## config.mk

```make
export PLATFORM = sky130hd
export DESIGN_NAME = control_hazard_pipe
export DESIGN_NICKNAME = d
export VERILOG_FILES = /design/src/rtl/mips_ctrl_pkg.sv /design/src/rtl/hazard_unit.sv /design/src/rtl/control_hazard_pipe.sv
export SDC_FILE = /design/constraint.sdc
export NUM_CORES = 1
export LEC_CHECK = 0
export BUFFER_PORTS_ARGS = -buffer_cell sky130_fd_sc_hd__buf_2
export CAP_MARGIN = 40
export CORE_AREA = 2 2 56 58
export CTS_BUF_LIST = sky130_fd_sc_hd__clkbuf_8
export DETAILED_ROUTE_END_ITERATION = 7
export DIE_AREA = 0 0 58 60
export PLACE_DENSITY = 0.76
export SYNTH_ARGS = -nofsm -noshare
export SYNTH_HDL_FRONTEND = slang
export SYNTH_SLANG_ARGS = --single-unit
```

## constraint.sdc

```tcl
create_clock -name clk -period 1.85 [get_ports clk]
set_clock_uncertainty 0.15 [all_clocks]
set_input_delay 0.185 -clock clk [delete_from_list [all_inputs] [get_ports clk]]
set_output_delay 0.185 -clock clk [all_outputs]
set_load 0.01 [all_outputs]
```

## src/rtl/mips_ctrl_pkg.sv

```systemverilog
// Shared encodings and the Decode->Execute control bundle for the MIPS
// control/hazard block.
package mips_ctrl_pkg;

   localparam int ALU_W = 3;

   localparam logic [5:0] OP_RTYPE = 6'b000000;
   localparam logic [5:0] OP_LW    = 6'b100011;
   localparam logic [5:0] OP_SW    = 6'b101011;
   localparam logic [5:0] OP_BEQ   = 6'b000100;
   localparam logic [5:0] OP_ADDI  = 6'b001000;

   localparam logic [5:0] FN_ADD = 6'b100000;
   localparam logic [5:0] FN_SUB = 6'b100010;
   localparam logic [5:0] FN_AND = 6'b100100;
   localparam logic [5:0] FN_OR  = 6'b100101;
   localparam logic [5:0] FN_SLT = 6'b101010;

   localparam logic [ALU_W-1:0] ALU_ADD = 3'b010;
   localparam logic [ALU_W-1:0] ALU_SUB = 3'b110;
   localparam logic [ALU_W-1:0] ALU_AND = 3'b000;
   localparam logic [ALU_W-1:0] ALU_OR  = 3'b001;
   localparam logic [ALU_W-1:0] ALU_SLT = 3'b111;

   typedef struct packed {
      logic             regwrite;
      logic             memtoreg;
      logic             memwrite;
      logic [ALU_W-1:0] alucontrol;
      logic             alusrc;
      logic             regdst;
   } ctrlDE_t;

endpackage

```

## src/rtl/hazard_unit.sv

```systemverilog
// Combinational stall/flush and forward-select generation for the 5-stage
// pipeline. Register 0 never forwards; stall compares deliberately include it.
module hazard_unit #(
   parameter int REGW = 5
) (
   input  logic            branchD,
   input  logic [REGW-1:0] rsD,
   input  logic [REGW-1:0] rtD,
   input  logic [REGW-1:0] rsE,
   input  logic [REGW-1:0] rtE,
   input  logic [REGW-1:0] writeregE,
   input  logic [REGW-1:0] writeregM,
   input  logic [REGW-1:0] writeregW,
   input  logic            regwriteE,
   input  logic            memtoregE,
   input  logic            regwriteM,
   input  logic            memtoregM,
   input  logic            regwriteW,
   output logic            stallF,
   output logic            stallD,
   output logic            flushE,
   output logic            forwardAD,
   output logic            forwardBD,
   output logic [1:0]      forwardAE,
   output logic [1:0]      forwardBE
);

   logic lwstall, branchstall, stall;

   always_comb begin
      forwardAE = 2'b00;
      if (rsE != '0 && rsE == writeregM && regwriteM)      forwardAE = 2'b10;
      else if (rsE != '0 && rsE == writeregW && regwriteW) forwardAE = 2'b01;
      forwardBE = 2'b00;
      if (rtE != '0 && rtE == writeregM && regwriteM)      forwardBE = 2'b10;
      else if (rtE != '0 && rtE == writeregW && regwriteW) forwardBE = 2'b01;
   end

   assign forwardAD = (rsD != '0) && (rsD == writeregM) && regwriteM;
   assign forwardBD = (rtD != '0) && (rtD == writeregM) && regwriteM;

   assign lwstall = memtoregE && (rtE == rsD || rtE == rtD);
   // A branch compares in Decode, so it must wait for any producer still in E,
   // or a load still in M whose data is not yet on aluoutM.
   assign branchstall = branchD &&
      ((regwriteE && (writeregE == rsD || writeregE == rtD)) ||
       (memtoregM && (writeregM == rsD || writeregM == rtD)));

   assign stall  = lwstall || branchstall;
   assign stallF = stall;
   assign stallD = stall;
   assign flushE = stall;

endmodule

```

## src/rtl/control_hazard_pipe.sv

```systemverilog
// Main decoder, ALU decoder and E/M/W control pipeline registers for the
// pipelined MIPS datapath, with branch resolution and the hazard unit.
module control_hazard_pipe
   import mips_ctrl_pkg::*;
#(
   parameter int REGW  = 5,
   parameter int ALUCW = 3
) (
   input  logic             clk,
   input  logic             reset,
   input  logic [5:0]       op,
   input  logic [5:0]       funct,
   input  logic             equalD,
   input  logic [REGW-1:0]  rsD,
   input  logic [REGW-1:0]  rtD,
   input  logic [REGW-1:0]  rsE,
   input  logic [REGW-1:0]  rtE,
   input  logic [REGW-1:0]  writeregE,
   input  logic [REGW-1:0]  writeregM,
   input  logic [REGW-1:0]  writeregW,
   output logic             pcsrcD,
   output logic             regdstE,
   output logic             alusrcE,
   output logic [ALUCW-1:0] alucontrolE,
   output logic             memwriteM,
   output logic             memtoregW,
   output logic             regwriteW,
   output logic             stallF,
   output logic             stallD,
   output logic             flushE,
   output logic             forwardAD,
   output logic             forwardBD,
   output logic [1:0]       forwardAE,
   output logic [1:0]       forwardBE
);

   ctrlDE_t ctrlD, ctrlE;
   logic    branchD;
   logic    regwriteM, memtoregM;

   always_comb begin
      ctrlD   = '0;
      branchD = 1'b0;
      case (op)
         OP_RTYPE: begin
            ctrlD.regwrite = 1'b1;
            ctrlD.regdst   = 1'b1;
            case (funct)
               FN_ADD:  ctrlD.alucontrol = ALU_ADD;
               FN_SUB:  ctrlD.alucontrol = ALU_SUB;
               FN_AND:  ctrlD.alucontrol = ALU_AND;
               FN_OR:   ctrlD.alucontrol = ALU_OR;
               FN_SLT:  ctrlD.alucontrol = ALU_SLT;
               default: begin
                  // Unknown funct still runs an add but must never commit.
                  ctrlD.alucontrol = ALU_ADD;
                  ctrlD.regwrite   = 1'b0;
               end
            endcase
         end
         OP_LW: begin
            ctrlD.regwrite   = 1'b1;
            ctrlD.alusrc     = 1'b1;
            ctrlD.memtoreg   = 1'b1;
            ctrlD.alucontrol = ALU_ADD;
         end
         OP_SW: begin
            ctrlD.memwrite   = 1'b1;
            ctrlD.alusrc     = 1'b1;
            ctrlD.alucontrol = ALU_ADD;
         end
         OP_BEQ: begin
            branchD          = 1'b1;
            ctrlD.alucontrol = ALU_SUB;
         end
         OP_ADDI: begin
            ctrlD.regwrite   = 1'b1;
            ctrlD.alusrc     = 1'b1;
            ctrlD.alucontrol = ALU_ADD;
         end
         default: ;
      endcase
   end

   always_ff @(posedge clk) begin
      if (reset || flushE) ctrlE <= '0;
      else                 ctrlE <= ctrlD;
   end

   always_ff @(posedge clk) begin
      if (reset) begin
         regwriteM <= 1'b0;
         memtoregM <= 1'b0;
         memwriteM <= 1'b0;
         regwriteW <= 1'b0;
         memtoregW <= 1'b0;
      end else begin
         regwriteM <= ctrlE.regwrite;
         memtoregM <= ctrlE.memtoreg;
         memwriteM <= ctrlE.memwrite;
         regwriteW <= regwriteM;
         memtoregW <= memtoregM;
      end
   end

   assign regdstE     = ctrlE.regdst;
   assign alusrcE     = ctrlE.alusrc;
   assign alucontrolE = ALUCW'(ctrlE.alucontrol);
   assign pcsrcD      = branchD & equalD & ~stallD;

   hazard_unit #(.REGW(REGW)) uHazard (
      .branchD   (branchD),
      .rsD       (rsD),
      .rtD       (rtD),
      .rsE       (rsE),
      .rtE       (rtE),
      .writeregE (writeregE),
      .writeregM (writeregM),
      .writeregW (writeregW),
      .regwriteE (ctrlE.regwrite),
      .memtoregE (ctrlE.memtoreg),
      .regwriteM (regwriteM),
      .memtoregM (memtoregM),
      .regwriteW (regwriteW),
      .stallF    (stallF),
      .stallD    (stallD),
      .flushE    (flushE),
      .forwardAD (forwardAD),
      .forwardBD (forwardBD),
      .forwardAE (forwardAE),
      .forwardBE (forwardBE)
   );

endmodule

```

After elaboration in Yosys (flattened, before gate mapping). Index checks and enable logic that the tools add are counted.

Bitwise logic cells: 3. Muxes and demuxes: 13. Reductions and logical operators: 30. Equality and inequality tests: 21.

Operator list (number): 5-bit equality test (12); 6-bit equality test (second input constant) (7); 5-bit nonzero test (4); 1-bit logical AND (16); 3-bit case mux with 4 select lines (1); 3-bit case mux with 3 select lines (1); 1-bit 2-to-1 mux (8); 6-bit by 3-bit equality test with 1-bit output (second input constant) (1); 6-bit by 4-bit equality test with 1-bit output (second input constant) (1); 6-bit logical NOT (1); 1-bit logical OR (6); 5-bit OR reduction (1); 2-bit 2-to-1 mux (2); 3-bit OR reduction (1); 1-bit bitwise AND (2); 1-bit case mux with 2 select lines (1); 2-bit OR reduction (1); 1-bit inverter (1).

Flip-flop bits (word level): 13. Output and inout bits: 18. Bits of input ports: 50. Logic and storage cells: 78.

Depth between registers and ports, before layout.
Word-level depth: 8. Gate-level depth with buffers: 7. Depth with buffers taken out: 5.

Cells and area by module. From an unflattened synthesis, not the netlist that was laid out.

Cells, all modules: 146. Area, all modules: 1237.4 um^2.

Modules (own cells, without submodules): hazard_unit (area an instance 708.2 um^2, cells each 93, times used 1); control_hazard_pipe (area an instance 529.3 um^2, cells each 53, times used 1).

Least setup slack after synthesis. OpenSTA, ideal clock, no wires.

Path type: input port to output port. Start: in rtE[1]. End: out forwardBE[0]. Arrival: 1493 ps. Slack: 22 ps. Cell stages on the path: 5. Path through: buf_2 or4_1 nor2_1 nor4_1 nor4_1.

Cells in the longest elaborated chain, start to end: 5. Elaborated cells on any way between the ends: 9. Those cells by class: eq/ne: 2; mux: 2; reduce/logical: 5.

RTL lines: start, declared (line control_hazard_pipe.sv:17) `input logic [REGW-1:0] rtE,`; 5-bit equality test / 5-bit nonzero test (equally long branches) (line hazard_unit.sv:36, hazard_unit.sv:35); 1-bit logical AND (2 in a row) (line hazard_unit.sv:36) `else if (rtE != '0 && rtE == writeregW && regwriteW) forwardBE = 2'b01;`; 1-bit 2-to-1 mux (line hazard_unit.sv:36); 2-bit 2-to-1 mux (*) (line hazard_unit.sv:35) `if (rtE != '0 && rtE == writeregM && regwriteM) forwardBE = 2'b10;`; end, declared (line control_hazard_pipe.sv:34) `output logic [1:0] forwardBE`.

Mark *: on every way between the ends. The rest lies on a longest branch, timed or not.

Worst setup path in the final report.
Start: reg ctrlE[6] (netlist bit). End: out stallF.

Cells in the longest elaborated chain, start to end: 2.

RTL lines: start, declared (line control_hazard_pipe.sv:37) `ctrlDE_t ctrlD, ctrlE;`; start signal, assigned (line control_hazard_pipe.sv:87) `else ctrlE <= ctrlD;`; 1-bit logical AND (line hazard_unit.sv:42) `assign lwstall = memtoregE && (rtE == rsD || rtE == rtD);`; 1-bit logical OR (line hazard_unit.sv:49) `assign stall = lwstall || branchstall;`; end, declared (line control_hazard_pipe.sv:28) `output logic stallF,`.

No other way between the ends.

==> impl_metrics.json <==
{
  "clock-sinks": 13,
  "core_mm2": 0.00290,
  "cp_slowest_cell": "or3_4",
  "setup_tns_ns": 0,
  "antenna_left": 0,
  "yosysWarnings": 0,
  "num_rows": 20,
  "slew_violations": 0,
  "stdcell_count": 251,
  "cp_top_family": "simple AND/OR/NAND/NOR gates",
  "final_core_util": 0.587,
  "start_kind": "register",
  "drc": 0,
  "rsz0062_at_grt": "true",
  "crit_required_ns": 1.51,
  "setup_viol": 0,
  "avgViaCountPerCell": 5.22,
  "wl_per_cell_um": 13.2,
  "syn_inst": 151,
  "critical_path_class": "register to output port",
  "grt_pass1_wl_mm": 5.31,
  "fin_nets": 269,
  "drt_iter0_markers": 43,
  "hold_class": "primary input to register",
  "outcome": "complete, no violations",
  "slowest_delay_ns": 0.41,
  "cts-root-buf": "clkbuf_8",
  "die_area_mm2": 0.00348,
  "timing.rr.start": "ctrlE[6]",
  "wirelength_mm": 3.31,
  "ys_seq_area_frac": 0.202,
  "die_x_um": 58,
  "cts_buffer_depth": 2,
  "p_per_area_mw_per_mm2": 464,
  "cts_tree": "yes",
  "total_power_uw": 791,
  "avgSynthCellArea_um2": 8.53,
  "relSlewSlack": 0.733,
  "arrival_ns": 1.51,
  "numCtsBuffers": 3,
  "area_delta_synth_final_pct": 32.4,
  "grt_pass1_vias": 1196,
  "drive_gt1_frac": 0.427,
  "portBuffers": 67,
  "crit_chain": "nand2_2 -> o22ai_2 -> or3_4 -> or2_4 -> buf_2",
  "ys_ff_latch": 13,
  "track_usage": 0.194,
  "overflow": 0,
  "io_pins": 68,
  "die_h_um": 60,
  "dp_cells": 246,
  "synth_cell_types": 33,
  "syn_nets": 201,
  "gp_congestion": 0.846,
  "dp_slack_ns": 0.0121,
  "first_pass_iters": 4,
  "vias": 1309,
  "fin_crit_sh": 0.996,
  "layout_common_cells": "66 x buf_2, 36 x xnor2_1, 14 x xor2_1, 12 x dfxtp_1, 9 x nand4_1",
  "finalCriticalPeriod_ns": 1.84,
  "hold_viol": 0,
  "h-tree-depth": 1,
  "start_util": 0.444,
  "r2r_slack_ns": 0.35,
  "n_antenna_cell": 0,
  "path_clk_slew_ns": 0.06,
  "drv_cap": 0,
  "holdCritStartpoint": "reset",
  "cp-end-kind": "output port",
  "grt_antenna_before_repair": 0,
  "grt_max_degree": 9,
  "insertion_delay_ns": 0.24,
  "max-vdd-ir-drop_v": 0.000717,
  "layout_commonest_cell": "buf_2",
  "fmax_mhz": 542,
  "timing.final.ws_setup_ns": 0.00662,
  "syn_area_mm2": 0.00129,
  "dp_hpwl_mm": 2.82,
  "crit_path_max_fanout": 4,
  "path_buf_inv": 1,
  "worstMarginPinSlew_ns": 0.401,
  "p_leak_uw": 0.000714,
  "cp-startpoint": "ctrlE[6]",
  "nFillCells": 288
}
synth_stat cells, drive strengths merged:
cell,number,area [um2]
xnor2,36,315
xor2,14,123
dfxtp,13,260
buf,11,87.6
nand4,9,56.3
nor2,9,36.3
nor4,9,86.3
nand2,6,22.5
nand3,5,25.0
nor2b,5,31.3
nor3,5,30.0
o21ai,4,20.0
or4,4,31.3
a21oi,3,15.0
inv,3,11.3
a211oi,2,15.0
nand2b,2,12.5
nor3b,2,15.0
nor4b,2,38.8
or3,2,17.5
a31oi,1,6.26
mux2i,1,10.0
o22ai,1,6.26
o41ai,1,8.76
or2,1,6.26
cell families (layout without fill, tap and decap cells):
| group | count (synthesis) | count (layout) | share of synthesized area |
|---|---|---|---|
| simple gates | 61 | 61 | 0.318 |
| xor+xnor | 50 | 50 | 0.340 |
| buf+inv | 14 | 81 | 0.0768 |
| flops | 13 | 13 | 0.202 |
| compound gates | 12 | 12 | 0.0554 |
| mux | 1 | 1 | 0.00777 |
timing repair:
| item | 4_1_cts | 5_1_grt |
|---|---|---|
| pin swaps | 1 | 3 |
| hold buffers | 0 | 0 |
| setup endpoints to repair | 3 | 5 |
| gates resized for setup | 0 | 9 |
| gates cloned | 0 | 0 |
| buffers inserted | 1 | 0 |
layout make-up:
type	instances	area [um2]	share of cell area
clock inverter	1	3.75	0.00220
clock buffer	3	41.3	0.0242
timing repair buffer	74	394	0.231
tap	33	41.3	0.0242
multi-input combinational	124	951	0.558
inverter	3	11.3	0.00661
sequential	13	262	0.153
report_power, final:
part,switching [uW],internal (uW),total [uW]
Combinational,132,126,257
Clock,105,146,251
Sequential,0.805,282,283
Total,237,554,791
registers in the layout, indices dropped and copies added (netlist names):
signal / flops
alucontrolE: 3
ctrlE: 3
alusrcE: 1
memtoregM: 1
memtoregW: 1
memwriteM: 1
regdstE: 1
regwriteM: 1
regwriteW: 1
worst reg2reg max path, cell delays in order (launching register included):
cell and delay (ns):
dfxtp_2 0.33, nand2_2 0.06, o22ai_2 0.07, or3_1 0.49
nor4b_4 0.31
stage by stage:
step           hold WS (ns)  area, um2
6_report             0.0686       1700
5_1_grt              0.0812       1700
2_1_floorplan         0.106       1290
3_5_place_dp          0.282       1620
3_3_place_gp          0.277       1620
4_1_cts              0.0762       1670
worst paths after layout:
kind | end | cells past startpoint
min | memwriteM | 2
max | stallF | 5
max reg2reg | ctrlE[5] | 4
min reg2reg | memwriteM | 1
routing by layer:
metal | vias up | part of all wire | global-route usage
met5 | - | 0 | 0
met4 | 0 | 0.0094 | 0.0498
met3 | 5 | 0.052 | 0.0260
met2 | 42 | 0.50 | 0.339
met1 | 603 | 0.43 | 0.252
li1 | 659 | - | -
No activity file was read; power rests on OpenSTA's default activity.
